===== src/rtl/life_grid_dbuf_mem_if.sv =====
// Bundle of the control, read, write and swap signals of the double-buffered Life grid.
// The widths follow the memory that sits on the slave side: COLS data bits and ADDR_W row-address bits.
// master = engine/renderer/controller side, slave = memory side.
interface life_grid_dbuf_mem_if #(
  parameter int COLS   = 16,
  parameter int ADDR_W = 2
);
  logic              init_req;
  logic              init_mode;
  logic              busy;
  logic [ADDR_W-1:0] vga_row;
  logic [COLS-1:0]   vga_data;
  logic [ADDR_W-1:0] eng_rd_row;
  logic [COLS-1:0]   eng_rd_data;
  logic              eng_wr_en;
  logic [ADDR_W-1:0] eng_wr_row;
  logic [COLS-1:0]   eng_wr_data;
  logic              swap_req;
  logic              swap_ack;
  logic              front_sel;

  modport master (
    output init_req, init_mode, vga_row, eng_rd_row,
           eng_wr_en, eng_wr_row, eng_wr_data, swap_req,
    input  busy, vga_data, eng_rd_data, swap_ack, front_sel
  );

  modport slave (
    input  init_req, init_mode, vga_row, eng_rd_row,
           eng_wr_en, eng_wr_row, eng_wr_data, swap_req,
    output busy, vga_data, eng_rd_data, swap_ack, front_sel
  );
endinterface


===== src/rtl/life_grid_dbuf_mem.sv =====
// Double-buffered ROWS x COLS cell memory: front bank read by VGA and engine, back bank written by the engine.
// Latency: both read ports 1 cycle; swap_ack 1 cycle after the swap edge; init takes exactly ROWS cycles.
// No backpressure: writes and reads while busy are dropped/return 0, a swap requested while busy is held pending.
module life_grid_dbuf_mem #(
  parameter int COLS   = 16,
  parameter int ROWS   = 4,
  parameter int ADDR_W = 2
) (
  input  logic                clk,
  input  logic                reset,
  life_grid_dbuf_mem_if.slave bus
);

  // Banks are sized to the full address space so any row address indexes safely;
  // rows at or above ROWS are never written or read.
  localparam int                DEPTH    = 1 << ADDR_W;
  localparam logic [ADDR_W:0]   ROWS_LIM = (ADDR_W + 1)'(ROWS);
  localparam logic [ADDR_W-1:0] LAST_ROW = ADDR_W'(ROWS - 1);
  localparam logic [COLS-1:0]   PAT_EVEN = {(COLS / 2){2'b10}};
  localparam logic [COLS-1:0]   PAT_ODD  = {(COLS / 2){2'b01}};

  localparam logic [0:0] ST_IDLE = 1'b0;
  localparam logic [0:0] ST_INIT = 1'b1;

  logic [COLS-1:0]   bank_a [DEPTH];
  logic [COLS-1:0]   bank_b [DEPTH];

  logic [0:0]        state;
  logic [ADDR_W-1:0] cnt;
  logic              mode;
  logic              front_sel_q;
  logic              swap_ack_q;
  logic              swap_pend;
  logic [COLS-1:0]   vga_q;
  logic [COLS-1:0]   eng_q;

  logic              busy;
  logic              init_last;
  logic              wr_ok;
  logic              do_swap;
  logic              vga_in_range;
  logic              eng_in_range;
  logic [COLS-1:0]   init_pat;
  logic [COLS-1:0]   vga_front;
  logic [COLS-1:0]   eng_front;

  assign busy         = (state == ST_INIT);
  assign init_last    = busy && (cnt == LAST_ROW);
  assign wr_ok        = bus.eng_wr_en && !busy && ({1'b0, bus.eng_wr_row} < ROWS_LIM);
  assign vga_in_range = ({1'b0, bus.vga_row} < ROWS_LIM);
  assign eng_in_range = ({1'b0, bus.eng_rd_row} < ROWS_LIM);
  // A request on the final init edge merges with any pending one and completes with it.
  assign do_swap      = (bus.swap_req && !busy) || (init_last && (swap_pend || bus.swap_req));

  // Pattern row for the init sequencer: all zeros, or alternating checkerboard rows.
  always_comb begin
    init_pat = '0;
    if (mode) begin
      init_pat = cnt[0] ? PAT_ODD : PAT_EVEN;
    end
  end

  // Front-bank row lookup for both read ports.
  always_comb begin
    vga_front = front_sel_q ? bank_b[bus.vga_row]    : bank_a[bus.vga_row];
    eng_front = front_sel_q ? bank_b[bus.eng_rd_row] : bank_a[bus.eng_rd_row];
  end

  // IDLE/INIT sequencer: reset always restarts a clear from row 0.
  always_ff @(posedge clk) begin
    if (reset) begin
      state <= ST_INIT;
      cnt   <= '0;
      mode  <= 1'b0;
    end else begin
      case (state)
        ST_IDLE: begin
          if (bus.init_req) begin
            state <= ST_INIT;
            cnt   <= '0;
            mode  <= bus.init_mode;
          end
        end
        default: begin
          cnt <= cnt + 1'b1;
          if (init_last) begin
            state <= ST_IDLE;
          end
        end
      endcase
    end
  end

  // Bank A: init writes every row; the engine writes here only while B is in front.
  always_ff @(posedge clk) begin
    if (!reset) begin
      if (busy) begin
        bank_a[cnt] <= init_pat;
      end else if (wr_ok && front_sel_q) begin
        bank_a[bus.eng_wr_row] <= bus.eng_wr_data;
      end
    end
  end

  // Bank B: init writes every row; the engine writes here only while A is in front.
  always_ff @(posedge clk) begin
    if (!reset) begin
      if (busy) begin
        bank_b[cnt] <= init_pat;
      end else if (wr_ok && !front_sel_q) begin
        bank_b[bus.eng_wr_row] <= bus.eng_wr_data;
      end
    end
  end

  // Swap control: immediate toggle when idle, otherwise deferred to the end of init.
  always_ff @(posedge clk) begin
    if (reset) begin
      front_sel_q <= 1'b0;
      swap_ack_q  <= 1'b0;
      swap_pend   <= 1'b0;
    end else begin
      swap_ack_q <= do_swap;
      if (do_swap) begin
        front_sel_q <= ~front_sel_q;
        swap_pend   <= 1'b0;
      end else if (busy && bus.swap_req) begin
        swap_pend <= 1'b1;
      end
    end
  end

  // Registered read ports; the pre-edge front_sel picks the bank, so a read at a swap edge sees the old front.
  always_ff @(posedge clk) begin
    if (reset) begin
      vga_q <= '0;
      eng_q <= '0;
    end else begin
      vga_q <= (!busy && vga_in_range) ? vga_front : '0;
      eng_q <= (!busy && eng_in_range) ? eng_front : '0;
    end
  end

  assign bus.busy        = busy;
  assign bus.vga_data    = vga_q;
  assign bus.eng_rd_data = eng_q;
  assign bus.swap_ack    = swap_ack_q;
  assign bus.front_sel   = front_sel_q;

endmodule


===== src/flat_wrapper.sv =====
// flat-port wrapper written by rule: the top's interface ports become plain ports
module life_grid_dbuf_mem_flat 
#(
  parameter int COLS   = 16,
  parameter int ROWS   = 4,
  parameter int ADDR_W = 2
)
  (clk, reset, bus_init_req, bus_init_mode, bus_vga_row, bus_eng_rd_row, bus_eng_wr_en, bus_eng_wr_row, bus_eng_wr_data, bus_swap_req, bus_busy, bus_vga_data, bus_eng_rd_data, bus_swap_ack, bus_front_sel);
  life_grid_dbuf_mem_if #(.COLS(COLS), .ADDR_W(ADDR_W)) bus_i ();
  input  logic clk;
  input  logic reset;
  input wire logic [$bits(bus_i.init_req)-1:0] bus_init_req;
  input wire logic [$bits(bus_i.init_mode)-1:0] bus_init_mode;
  input wire logic [$bits(bus_i.vga_row)-1:0] bus_vga_row;
  input wire logic [$bits(bus_i.eng_rd_row)-1:0] bus_eng_rd_row;
  input wire logic [$bits(bus_i.eng_wr_en)-1:0] bus_eng_wr_en;
  input wire logic [$bits(bus_i.eng_wr_row)-1:0] bus_eng_wr_row;
  input wire logic [$bits(bus_i.eng_wr_data)-1:0] bus_eng_wr_data;
  input wire logic [$bits(bus_i.swap_req)-1:0] bus_swap_req;
  output wire logic [$bits(bus_i.busy)-1:0] bus_busy;
  output wire logic [$bits(bus_i.vga_data)-1:0] bus_vga_data;
  output wire logic [$bits(bus_i.eng_rd_data)-1:0] bus_eng_rd_data;
  output wire logic [$bits(bus_i.swap_ack)-1:0] bus_swap_ack;
  output wire logic [$bits(bus_i.front_sel)-1:0] bus_front_sel;
  assign bus_i.init_req = bus_init_req;
  assign bus_i.init_mode = bus_init_mode;
  assign bus_i.vga_row = bus_vga_row;
  assign bus_i.eng_rd_row = bus_eng_rd_row;
  assign bus_i.eng_wr_en = bus_eng_wr_en;
  assign bus_i.eng_wr_row = bus_eng_wr_row;
  assign bus_i.eng_wr_data = bus_eng_wr_data;
  assign bus_i.swap_req = bus_swap_req;
  assign bus_busy = bus_i.busy;
  assign bus_vga_data = bus_i.vga_data;
  assign bus_eng_rd_data = bus_i.eng_rd_data;
  assign bus_swap_ack = bus_i.swap_ack;
  assign bus_front_sel = bus_i.front_sel;
  life_grid_dbuf_mem #(.COLS(COLS), .ROWS(ROWS), .ADDR_W(ADDR_W)) u_core (.clk(clk), .reset(reset), .bus(bus_i));
endmodule

===== config.mk =====
export PLATFORM = sky130hd
export DESIGN_NAME = life_grid_dbuf_mem_flat
export DESIGN_NICKNAME = d
export VERILOG_FILES = /design/src/rtl/life_grid_dbuf_mem_if.sv /design/src/rtl/life_grid_dbuf_mem.sv /design/src/flat_wrapper.sv
export SDC_FILE = /design/constraint.sdc
export NUM_CORES = 1
export LEC_CHECK = 0
export CAP_MARGIN = 20
export CORE_ASPECT_RATIO = 1.4
export CORE_MARGIN = 10
export CORE_UTILIZATION = 30
export DETAILED_ROUTE_END_ITERATION = 10
export DONT_BUFFER_PORTS = 1
export PLACE_DENSITY_LB_ADDON = 0.15
export SYNTH_ARGS = -nofsm -noshare
export SYNTH_HDL_FRONTEND = slang
export SYNTH_SLANG_ARGS = --single-unit

===== constraint.sdc =====
create_clock -name clk -period 9.7 [get_ports clk]
set_clock_uncertainty 0.15 [all_clocks]
set_input_delay 2.425 -clock clk [delete_from_list [all_inputs] [get_ports clk]]
set_output_delay 2.425 -clock clk [all_outputs]
set_load 0.005 [all_outputs]

# Word-level counts from Yosys, hierarchy flattened
# Memory sizes are Yosys's and may differ from the RTL's.
# Cells that the tools add are included.
# op_classes
add_sub_neg	1
n_eq_ne	1
reduce_logical	17
n_mux	26
n_bitwise	2
# ops
op	n
$mux 16	6
$reduce_or 16->1	2
$mux 1	16
$mux 2	4
$logic_and 1x1->1	7
$reduce_or 2->1	2
$add 2x1->2 const B	1
$eq 2x2->1 const B	1
$logic_not 1->1	2
$logic_or 1x1->1	2
$not 1->1	2
$reduce_and 2->1	1
$reduce_bool 2->1	1
# totals
register_bits	39
mem_bits_rw	128
in_bits	28
output_inout_bits	35
n_memories	2
# mem_list
name	words	width	read_ports	rd_ports_with_merged_regs	wr	line_no	rtl
u_core.bank_a	4	16	2	0	1	life_grid_dbuf_mem.sv:25	logic [COLS-1:0] bank_a [DEPTH];
u_core.bank_b	4	16	2	0	1	life_grid_dbuf_mem.sv:26	logic [COLS-1:0] bank_b [DEPTH];

# Depth between registers and ports, before layout
# Gate-level depths: netlist of the first run.
# depth
depth_word	9
ltp_mapped	6
ltp_nobuf	4

# Worst setup path before layout of the first run
# No wires, ideal clock.
# synth_path
path_kind	input-to-reg
from	input port reset
to	memory u_core.bank_b[0][0] (enable)
path_stages	5
slack_ns	4.825
arrival_ns	4.310
path_cell_list	buf_2 -> clkbuf_1 -> nor2_1 -> nand3b_1 -> o31ai_1
# synth_via
elab_chain_cells	4
word_cells_on_any_way	7
cone_classes	6 x mux; 1 x reduce/logical
# synth_lines
element	line_no	rtl
from (decl)	flat_wrapper.sv:11	input logic reset;
$mux 1	life_grid_dbuf_mem.sv:107	if (!reset) begin
$mux 1 (not written as such)	life_grid_dbuf_mem.sv:111	bank_b[bus.eng_wr_row] <= bus.eng_wr_data;
$reduce_or 16->1 (no source line)	-	
$mux 2 (no source line) / $mux 1 (equally long branches)	-	
to (decl)	life_grid_dbuf_mem.sv:26	
# Parallel ways exist; a longest one is shown, timed or not.

# Worst setup path in the final report of the first run
# layout_path
from	register u_core.state (netlist: u_core.bus.busy)
to	output port bus_busy
# layout_rtl
element	line_no	rtl
from (decl)	life_grid_dbuf_mem.sv:28	logic [0:0] state;
from (signal assigned)	life_grid_dbuf_mem.sv:72	state <= ST_INIT;
from (signal assigned)	life_grid_dbuf_mem.sv:79	state <= ST_INIT;
from (signal assigned)	life_grid_dbuf_mem.sv:87	state <= ST_IDLE;
to (decl)	flat_wrapper.sv:20	output wire logic [$bits(bus_i.busy)-1:0] bus_busy;
# No word-level cell between the ends.

==> impl_metrics.json, run 1 <==
{
  "status": "finished, final reports clean",
  "start_kind": "flop",
  "crit_path_end_kind": "output port",
  "grt_pass1_vias": 4560,
  "syn_nets": 546,
  "root_buffer": "clkbuf_16",
  "power_density_mw_per_mm2": 187.4,
  "cts.reportedPaths.clkPinSlew_ns": 0.06,
  "synth.yosys.seq_area_share_pct": 61.46,
  "finalWorstSetupSlack_ns": 5.821,
  "arrival_ns": 1.30,
  "diodes": 0,
  "critPathKind": "reg -> out",
  "cts-buffers-inserted": 17,
  "hold_viol": 0,
  "antenna_found_initial": 0,
  "async_flop_share_pct": 0,
  "tightest_slew_ns": 1.087,
  "max_cap_viol_count": 0,
  "synth_edf_count": 128,
  "wirelength_um": 20530,
  "drc_errors": 0,
  "drt.antenna.violating_nets": 0,
  "fp.coreArea_sq_mm": 0.02467,
  "setup_viol_count_final": 0,
  "first_iter_violations": 201,
  "hpwl_um": 13200,
  "finish.instance_area_sq_mm": 0.008387,
  "rows": 68,
  "vias": 4319,
  "pwr-share-comb_pct": 5.8,
  "min_path_type": "reg -> reg",
  "power.leakage_nw": 3.402,
  "grt.total_usage_pct": 12.68,
  "seqPwrFrac_pct": 52.5,
  "fin_nets": 535,
  "worstPathRequired_ns": 7.13,
  "ir_worst_vdd_mv": 0.1243,
  "cts.repair.resized": 0,
  "period_minus_slack_ns": 3.879,
  "postCtsSetupRepairBufs": 0,
  "wl_per_cell_um": 24.62,
  "syn_inst": 517,
  "drtPass1Iterations": 4,
  "fp.dieW_um": 153.9,
  "rsz0062_at_grt": "false",
  "clock_path_buffers": 2,
  "dieArea_sq_mm": 0.03191,
  "initial_core_util_pct": 30.50,
  "slew_headroom_pct": 27.27,
  "grt_max_degree": 65,
  "ys_ff_latch": 167,
  "vias_per_cell": 5.179,
  "timing.final.crit_share_pct": 39.99,
  "syn_area_per_cell_sq_um": 14.55,
  "cts_tree": "yes",
  "gp_congestion": 0.7156,
  "drive_above_1_share_pct": 15.99,
  "yosysUniqueCellTypes": 36,
  "grt_first_pass_wirelength_um": 29640,
  "htreeDepth": 4,
  "p_int_mw": 1.222,
  "fmax_mhz": 257.8,
  "pre_cts_ws_ns": 5.331,
  "cts-hold-fix-buffers": 0,
  "numPortBuffers": 0,
  "cts.sinks": 167,
  "switching_share_pct": 22.26,
  "die_h_um": 207.4,
  "area_growth_pct": 11.46,
  "overflow": 0,
  "worst-path-max-fanout": 24,
  "ys_warn_count": 0,
  "switchingPower_mw": 0.3499,
  "final_core_util_pct": 33.99,
  "design.portCount": 63,
  "post_dp_cell_area_sq_mm": 0.007789,
  "synth_ff_type": "edfxtp_1",
  "clockPowerShare_pct": 41.7,
  "netlist_area_sq_mm": 0.007525,
  "drv_slew": 0,
  "fin_setup_tns_ns": 0,
  "worstSkewPairLatency_ns": 0.43
}
==> final timing paths <==
path / startpoint / to / slack (ns) / cells past startpoint
setup reg to reg: u_core.bus.busy / u_core.bus.vga_data[15] / 7.01 / 3
hold reg to reg: u_core.swap_pend / u_core.swap_pend / 0.40 / 2
hold / removal: u_core.swap_pend / u_core.swap_pend / 0.40 / 2
setup / recovery: u_core.bus.busy / bus_busy / 5.82 / 0
==> sequential cells by signal (all words and copies together), names as in the netlist <==
signal,cells
u_core.bank_a,64
u_core.bank_b,64
u_core.bus.busy,1
u_core.bus.eng_rd_data,16
u_core.bus.front_sel,1
u_core.bus.swap_ack,1
u_core.bus.vga_data,16
u_core.cnt,2
u_core.mode,1
u_core.swap_pend,1
==> metal layers <==
layer	up-vias	GRT usage [%]	share of wire [%]
li1	1986	-	-
met1	2204	14.11	40
met2	107	22.20	52
met3	22	3.773	5.6
met4	0	4.689	2.0
met5	-	0	0
==> cells by family (layout without fill, tap and decap cells) <==
family / after synthesis / after routing / synth area share (%)
buffers and inverters: 39 / 41 / 3.559
adder cells (fa/ha/maj): 1 / 1 / 0.1663
AO/OA/AOI/OAI: 109 / 109 / 11.17
flip-flops: 167 / 167 / 61.46
multiplexers: 131 / 131 / 17.43
AND/OR/NAND/NOR: 70 / 70 / 6.219
==> cells in the mapped netlist, drive strengths merged (2+ instances only) <==
| library cell | count | area share [%] |
|---|---|---|
| mux2i | 131 | 17 |
| edfxtp | 128 | 51 |
| o22ai | 66 | 7.2 |
| dfxtp | 39 | 10 |
| a21o | 32 | 3.2 |
| buf | 32 | 3.2 |
| or2 | 32 | 2.7 |
| nor2 | 9 | 0.45 |
| clkbuf | 7 | 0.35 |
| o21ai | 5 | 0.33 |
| nand2b | 4 | 0.33 |
| or4b | 4 | 0.63 |
| a21oi | 3 | 0.20 |
| nand2 | 3 | 0.15 |
| nand3b | 2 | 0.20 |
| nand4bb | 2 | 0.30 |
| nor2b | 2 | 0.17 |
| nor3 | 2 | 0.13 |
| nor3b | 2 | 0.20 |
| o31ai | 2 | 0.20 |
| or4 | 2 | 0.20 |
==> stage by stage <==
step | instances | hold WS, ns | total power, mW
final | 834 | 0.3991 | 1.572
after global placement | 800 | 0.3724 | 0.9294
after CTS | 833 | 0.4035 | 1.591
after detailed placement | 801 | 0.3978 | 0.9332
after floorplan | 517 | 0.3339 | 0.9141
after global routing | 834 | 0.4703 | 1.634
==> cells in the final DEF, fill, tap and decap left out, types with 3 or more instances in the layout <==
cell type	Yosys	layout
nand2b_1	4	4
clkbuf_16	0	18
o21ai_2	0	4
clkinv_2	0	3
edfxtp_1	128	128
a21oi_1	3	3
clkinv_4	0	4
buf_4	1	7
or2_1	22	22
mux2i_1	131	131
o22ai_2	20	22
nand2_1	3	3
dfxtp_1	39	39
a21o_1	32	32
or2_2	10	10
o22ai_1	46	44
nor2_1	9	9
==> layout make-up <==
class,count,area (sq um)
fillers,2407,16290
flip-flops and latches,167,4624
multi-input cells,311,2703
clock buffers,19,464.2
well taps,315,394.1
clock inverters,13,118.9
repair buffers,9,82.58
==> power by group through the flow <==
stage / clock, mW / sequential [mW] / combinational (mW)
4_1_cts: 0.673 / 0.825 / 0.0925
3_5_place_dp: 0 / 0.841 / 0.0923
6_report: 0.656 / 0.825 / 0.0909
3_3_place_gp: 0 / 0.839 / 0.0906
2_1_floorplan: 0 / 0.833 / 0.0816
5_1_grt: 0.706 / 0.829 / 0.0988
No activity file was read; power rests on OpenSTA's default activity.
==> inputs of run 2 (changes only) <==
clock period = 4 ns   (was 9.7 ns; I/O delays follow)
==> run 2 against run 1 <==
Setup slack worse by 4.5 ns. Clock power increased by 140%. Via count decreased by 0.97%. Sequential power rose by 140%. Critical path depth increased by 3. First-iteration DRC count fell by 16%. Utilization about the same. Global-route usage is 0.35 points higher. Clock-buffer cell count shrank 1. Design area about the same. Register-to-register slack got worse by 5.7 ns. Wire length increased by 3.4%. Largest power group unchanged.
==> impl_metrics.json, run 2 (same netlist as run 1, synthesis figures left out) <==
{
  "first_iter_violations": 168,
  "worst-path-max-fanout": 24,
  "post_dp_cell_area_sq_mm": 0.007819,
  "cts.reportedPaths.clkPinSlew_ns": 0.07,
  "antenna_found_initial": 0,
  "initial_core_util_pct": 30.50,
  "period_minus_slack_ns": 2.653,
  "rows": 68,
  "gp_congestion": 0.7441,
  "setup_viol_count_final": 0,
  "vias_per_cell": 5.098,
  "postCtsSetupRepairBufs": 0,
  "start_kind": "flop",
  "drt.antenna.violating_nets": 0,
  "grt_first_pass_wirelength_um": 30080,
  "worstSkewPairLatency_ns": 0.43,
  "drv_slew": 0,
  "wl_met2_um": 11860,
  "diodes": 0,
  "clock_path_buffers": 2,
  "timing.final.crit_share_pct": 66.32,
  "fmax_mhz": 377.0,
  "min_path_type": "reg -> reg",
  "cts_tree": "yes",
  "fin_nets": 540,
  "grt_pass1_vias": 4548,
  "route.met3.wl_um": 1638,
  "cts.repair.resized": 0,
  "hold_viol": 0,
  "die_h_um": 207.4,
  "drive_above_1_share_pct": 16.60,
  "finish.instance_area_sq_mm": 0.008393,
  "cts.sinks": 167,
  "power.leakage_nw": 3.417,
  "dieArea_sq_mm": 0.03191,
  "hpwl_um": 14050,
  "reg.largest.list": "u_core.bank_a x64, u_core.bank_b x64",
  "drtPass1Iterations": 4,
  "overflow": 0,
  "worstPathRequired_ns": 4.17,
  "crit_path_end_kind": "flop",
  "root_buffer": "clkbuf_16",
  "n_fill_cell": 2407,
  "wirelength_um": 21230,
  "grt_max_degree": 65,
  "top_layer": "met4",
  "fp.dieW_um": 153.9,
  "m1WireLength_um": 7235,
  "tightest_slew_ns": 1.027,
  "design.portCount": 63,
  "htreeDepth": 4,
  "critPathKind": "reg -> reg",
  "status": "finished, final reports clean",
  "final_common_cell": "mux2i_1",
  "grt.total_usage_pct": 13.03,
  "area_growth_pct": 11.54,
  "cts-hold-fix-buffers": 0,
  "arrival_ns": 2.82,
  "power_density_mw_per_mm2": 449.4,
  "slew_headroom_pct": 31.53,
  "fp.coreArea_sq_mm": 0.02467,
  "max_cap_viol_count": 0,
  "vias": 4277,
  "numPortBuffers": 0,
  "layout_common_cells": "mux2i_1, edfxtp_1, o22ai_1, dfxtp_1, a21o_1",
  "fin_setup_tns_ns": 0,
  "cts-buffers-inserted": 17,
  "drc_errors": 0,
  "rsz0062_at_grt": "false",
  "ir_worst_vdd_mv": 0.2963,
  "wl_per_cell_um": 25.30
}
run 2: cell count changes in the layout (fill, tap and decap cells not counted), sizes merged:
cell,change
inv,+8
clkinv,-4
bufinv,-1
buf,+5
clkinvlp,-2
clkbuf,-1
run 2: power breakdown:
group	switching (mW)	total (mW)	internal [mW]
logic	0.117	0.217	0.100
clock network	0.729	1.55	0.825
registers	0.0502	2.00	1.95
total	0.896	3.77	2.88
run 2: path summary, 6_finish.rpt:
path	from	end	slack, ns	cells past startpoint
worst max-delay path	u_core.bus.busy	u_core.bus.eng_rd_data[7]	1.35	3
worst min-delay path	u_core.swap_pend	u_core.swap_pend	0.39	2
worst max register to register	u_core.bus.busy	u_core.bus.eng_rd_data[7]	1.35	3
worst min register to register	u_core.swap_pend	u_core.swap_pend	0.39	2
run 2: metrics by stage:
stage	instances	util (%)	worst slack (ns)	hold slack [ns]	power, mW
2_1_floorplan	517	-	0.5505	0.3339	2.217
3_3_place_gp	806	31.69	0.8194	0.3777	2.254
3_5_place_dp	806	31.69	0.8178	0.3710	2.261
4_1_cts	838	33.96	1.076	0.3905	3.814
5_1_grt	839	34.02	1.142	0.4385	3.908
6_report	839	34.02	1.347	0.3912	3.772
run 2: critical path: stages, from the launching register on:
cell and delay [ns]:
dfxtp_1 0.86, or4_1 0.86, o22ai_1 0.35, or2_1 0.30
run 2: final cells by class:
type | count | area (sq um) | area share (%)
flip-flops and latches | 167 | 4624 | 55.10
multi-input cells | 311 | 2703 | 32.20
clock buffers | 18 | 429.2 | 5.113
well taps | 315 | 394.1 | 4.696
clock inverters | 14 | 130.1 | 1.550
repair buffers | 14 | 112.6 | 1.342
run 2: layer usage:
metal  global-route usage (%)  vias to the layer above
met5                        0                        -
met4                    5.145                        0
met3                    5.348                       17
met2                    24.69                       99
met1                    11.87                     2159
li1                         -                     2002
==> inputs of run 3 (changes only) <==
clock period = 2.2 ns   (was 4 ns; I/O delays follow)
==> run 3 against run 2 <==
Design area grew 2.2%. First-iteration DRC count grew 75%. Non-clock buffer count rose by 6.
==> impl_metrics.json, run 3 (same netlist as run 1, synthesis figures left out) <==
{
  "fp.coreArea_sq_mm": 0.02467,
  "overflow": 0,
  "n_fill_cell": 2411,
  "rsz0062_at_grt": "false",
  "post_dp_cell_area_sq_mm": 0.008016,
  "final_core_util_pct": 34.76,
  "placed_cells": 813,
  "cts-buffers-inserted": 17,
  "drtPass1Iterations": 4,
  "cts_tree": "yes",
  "layout.cells.non_filler": 845,
  "status": "finished, final reports clean",
  "setup_viol_count_final": 0,
  "hold_viol": 0,
  "cts.repair.resized": 0,
  "htreeDepth": 4,
  "tightest_slew_ns": 1.082,
  "pre_cts_ws_ns": -0.03042,
  "final_common_cell": "mux2i_1",
  "cts.sinks": 167,
  "cts.reportedPaths.clkPinSlew_ns": 0.07,
  "clock_path_buffers": 2,
  "slew_headroom_pct": 27.87,
  "dieArea_sq_mm": 0.03191,
  "fp.dieW_um": 153.9,
  "postCtsSetupRepairBufs": 0,
  "design.portCount": 63,
  "die_h_um": 207.4,
  "crit_path_end_kind": "flop",
  "timing.final.crit_share_pct": 91.34,
  "vias": 4427,
  "arrival_ns": 1.90,
  "min_path_type": "in -> reg",
  "max_cap_viol_count": 0,
  "regArea_sq_mm": 0.004624,
  "worstPathRequired_ns": 2.09,
  "numPortBuffers": 0,
  "rows": 68,
  "hpwl_um": 12880,
  "multiInputGateArea_sq_mm": 0.002710,
  "first_iter_violations": 294,
  "wirelength_um": 20820,
  "finalWorstSetupSlack_ns": 0.1905,
  "grt.total_usage_pct": 12.70,
  "drive_above_1_share_pct": 17.36,
  "period_minus_slack_ns": 2.010,
  "ir_worst_vdd_mv": 0.5332,
  "drt.antenna.violating_nets": 0,
  "antenna_found_initial": 0,
  "reg.largest.list": "u_core.bank_a x64, u_core.bank_b x64",
  "fmax_mhz": 497.6,
  "initial_core_util_pct": 30.50,
  "power_density_mw_per_mm2": 804.6,
  "worstSkewPairLatency_ns": 0.43,
  "finish.instance_area_sq_mm": 0.008577,
  "whs_ns": 0.03092,
  "area_growth_pct": 13.98,
  "diodes": 0,
  "root_buffer": "clkbuf_16",
  "worst-path-max-fanout": 16,
  "grt_pass1_vias": 4593,
  "fin_nets": 546,
  "vias_per_cell": 5.239,
  "drc_errors": 0,
  "power.leakage_nw": 3.479,
  "grt_max_degree": 65,
  "critPathKind": "reg -> reg",
  "gp_congestion": 0.7741,
  "wl_per_cell_um": 24.63,
  "drv_slew": 0,
  "cts-hold-fix-buffers": 0,
  "start_kind": "flop",
  "layout_common_cells": "mux2i_1, edfxtp_1, o22ai_1, dfxtp_1, a21o_1",
  "grt_first_pass_wirelength_um": 29750
}
[run 3: changes by cell type in the layout (fill, tap and decap cells not counted), moves of 2 or more]
cell	previous run	this run
clkbuf_1	1	3
inv_4	0	2
clkbuf_8	0	2
clkinvlp_4	0	3
inv_6	8	0
buf_12	0	11
buf_4	13	9
inv_8	3	0
[run 3: stage by stage]
| stage | total power [mW] | setup TNS [ns] |
|---|---|---|
| 2_1_floorplan | 4.039 | -17.19 |
| 3_3_place_gp | 4.140 | -0.1592 |
| 3_5_place_dp | 4.158 | -0.4659 |
| 4_1_cts | 6.984 | 0 |
| 5_1_grt | 7.167 | 0 |
| 6_report | 6.901 | 0 |
[run 3: cell type report]
type / instances / area share [%]
tap: 315 / 4.595
sequential: 167 / 53.92
clock buffer: 22 / 5.412
clock inverter: 10 / 1.123
multi-input combinational: 311 / 31.60
timing repair buffer: 20 / 3.355
[run 3: where the power goes]
part | internal, mW | total, mW | switching [mW]
logic | 0.209 | 0.454 | 0.245
clock network | 1.62 | 2.82 | 1.20
registers | 3.55 | 3.63 | 0.0790
total | 5.38 | 6.90 | 1.53
[run 3: worst paths after layout]
| check | startpoint | end | slack (ns) | cells after the start |
|---|---|---|---|---|
| max | u_core.bus.busy | u_core.bank_a[0][15] | 0.19 | 3 |
| min | reset | u_core.bus.front_sel | 0.03 | 1 |
| max reg2reg | u_core.bus.busy | u_core.bank_a[0][15] | 0.19 | 3 |
| min reg2reg | u_core.swap_pend | u_core.swap_pend | 0.39 | 2 |
[run 3: per-layer routing]
layer,global-route usage [%],up-vias,part of all wire (%)
met5,0,-,0
met4,3.647,0,1.2
met3,4.250,16,7.6
met2,22.07,126,52
met1,14.39,2274,39
li1,-,2011,-
[run 3: worst max-delay path: stages (launching register included)]
cell	delay [ns]
dfxtp_1	0.33
nor2_4	0.11
nand3_1	0.14
o31ai_4	0.88
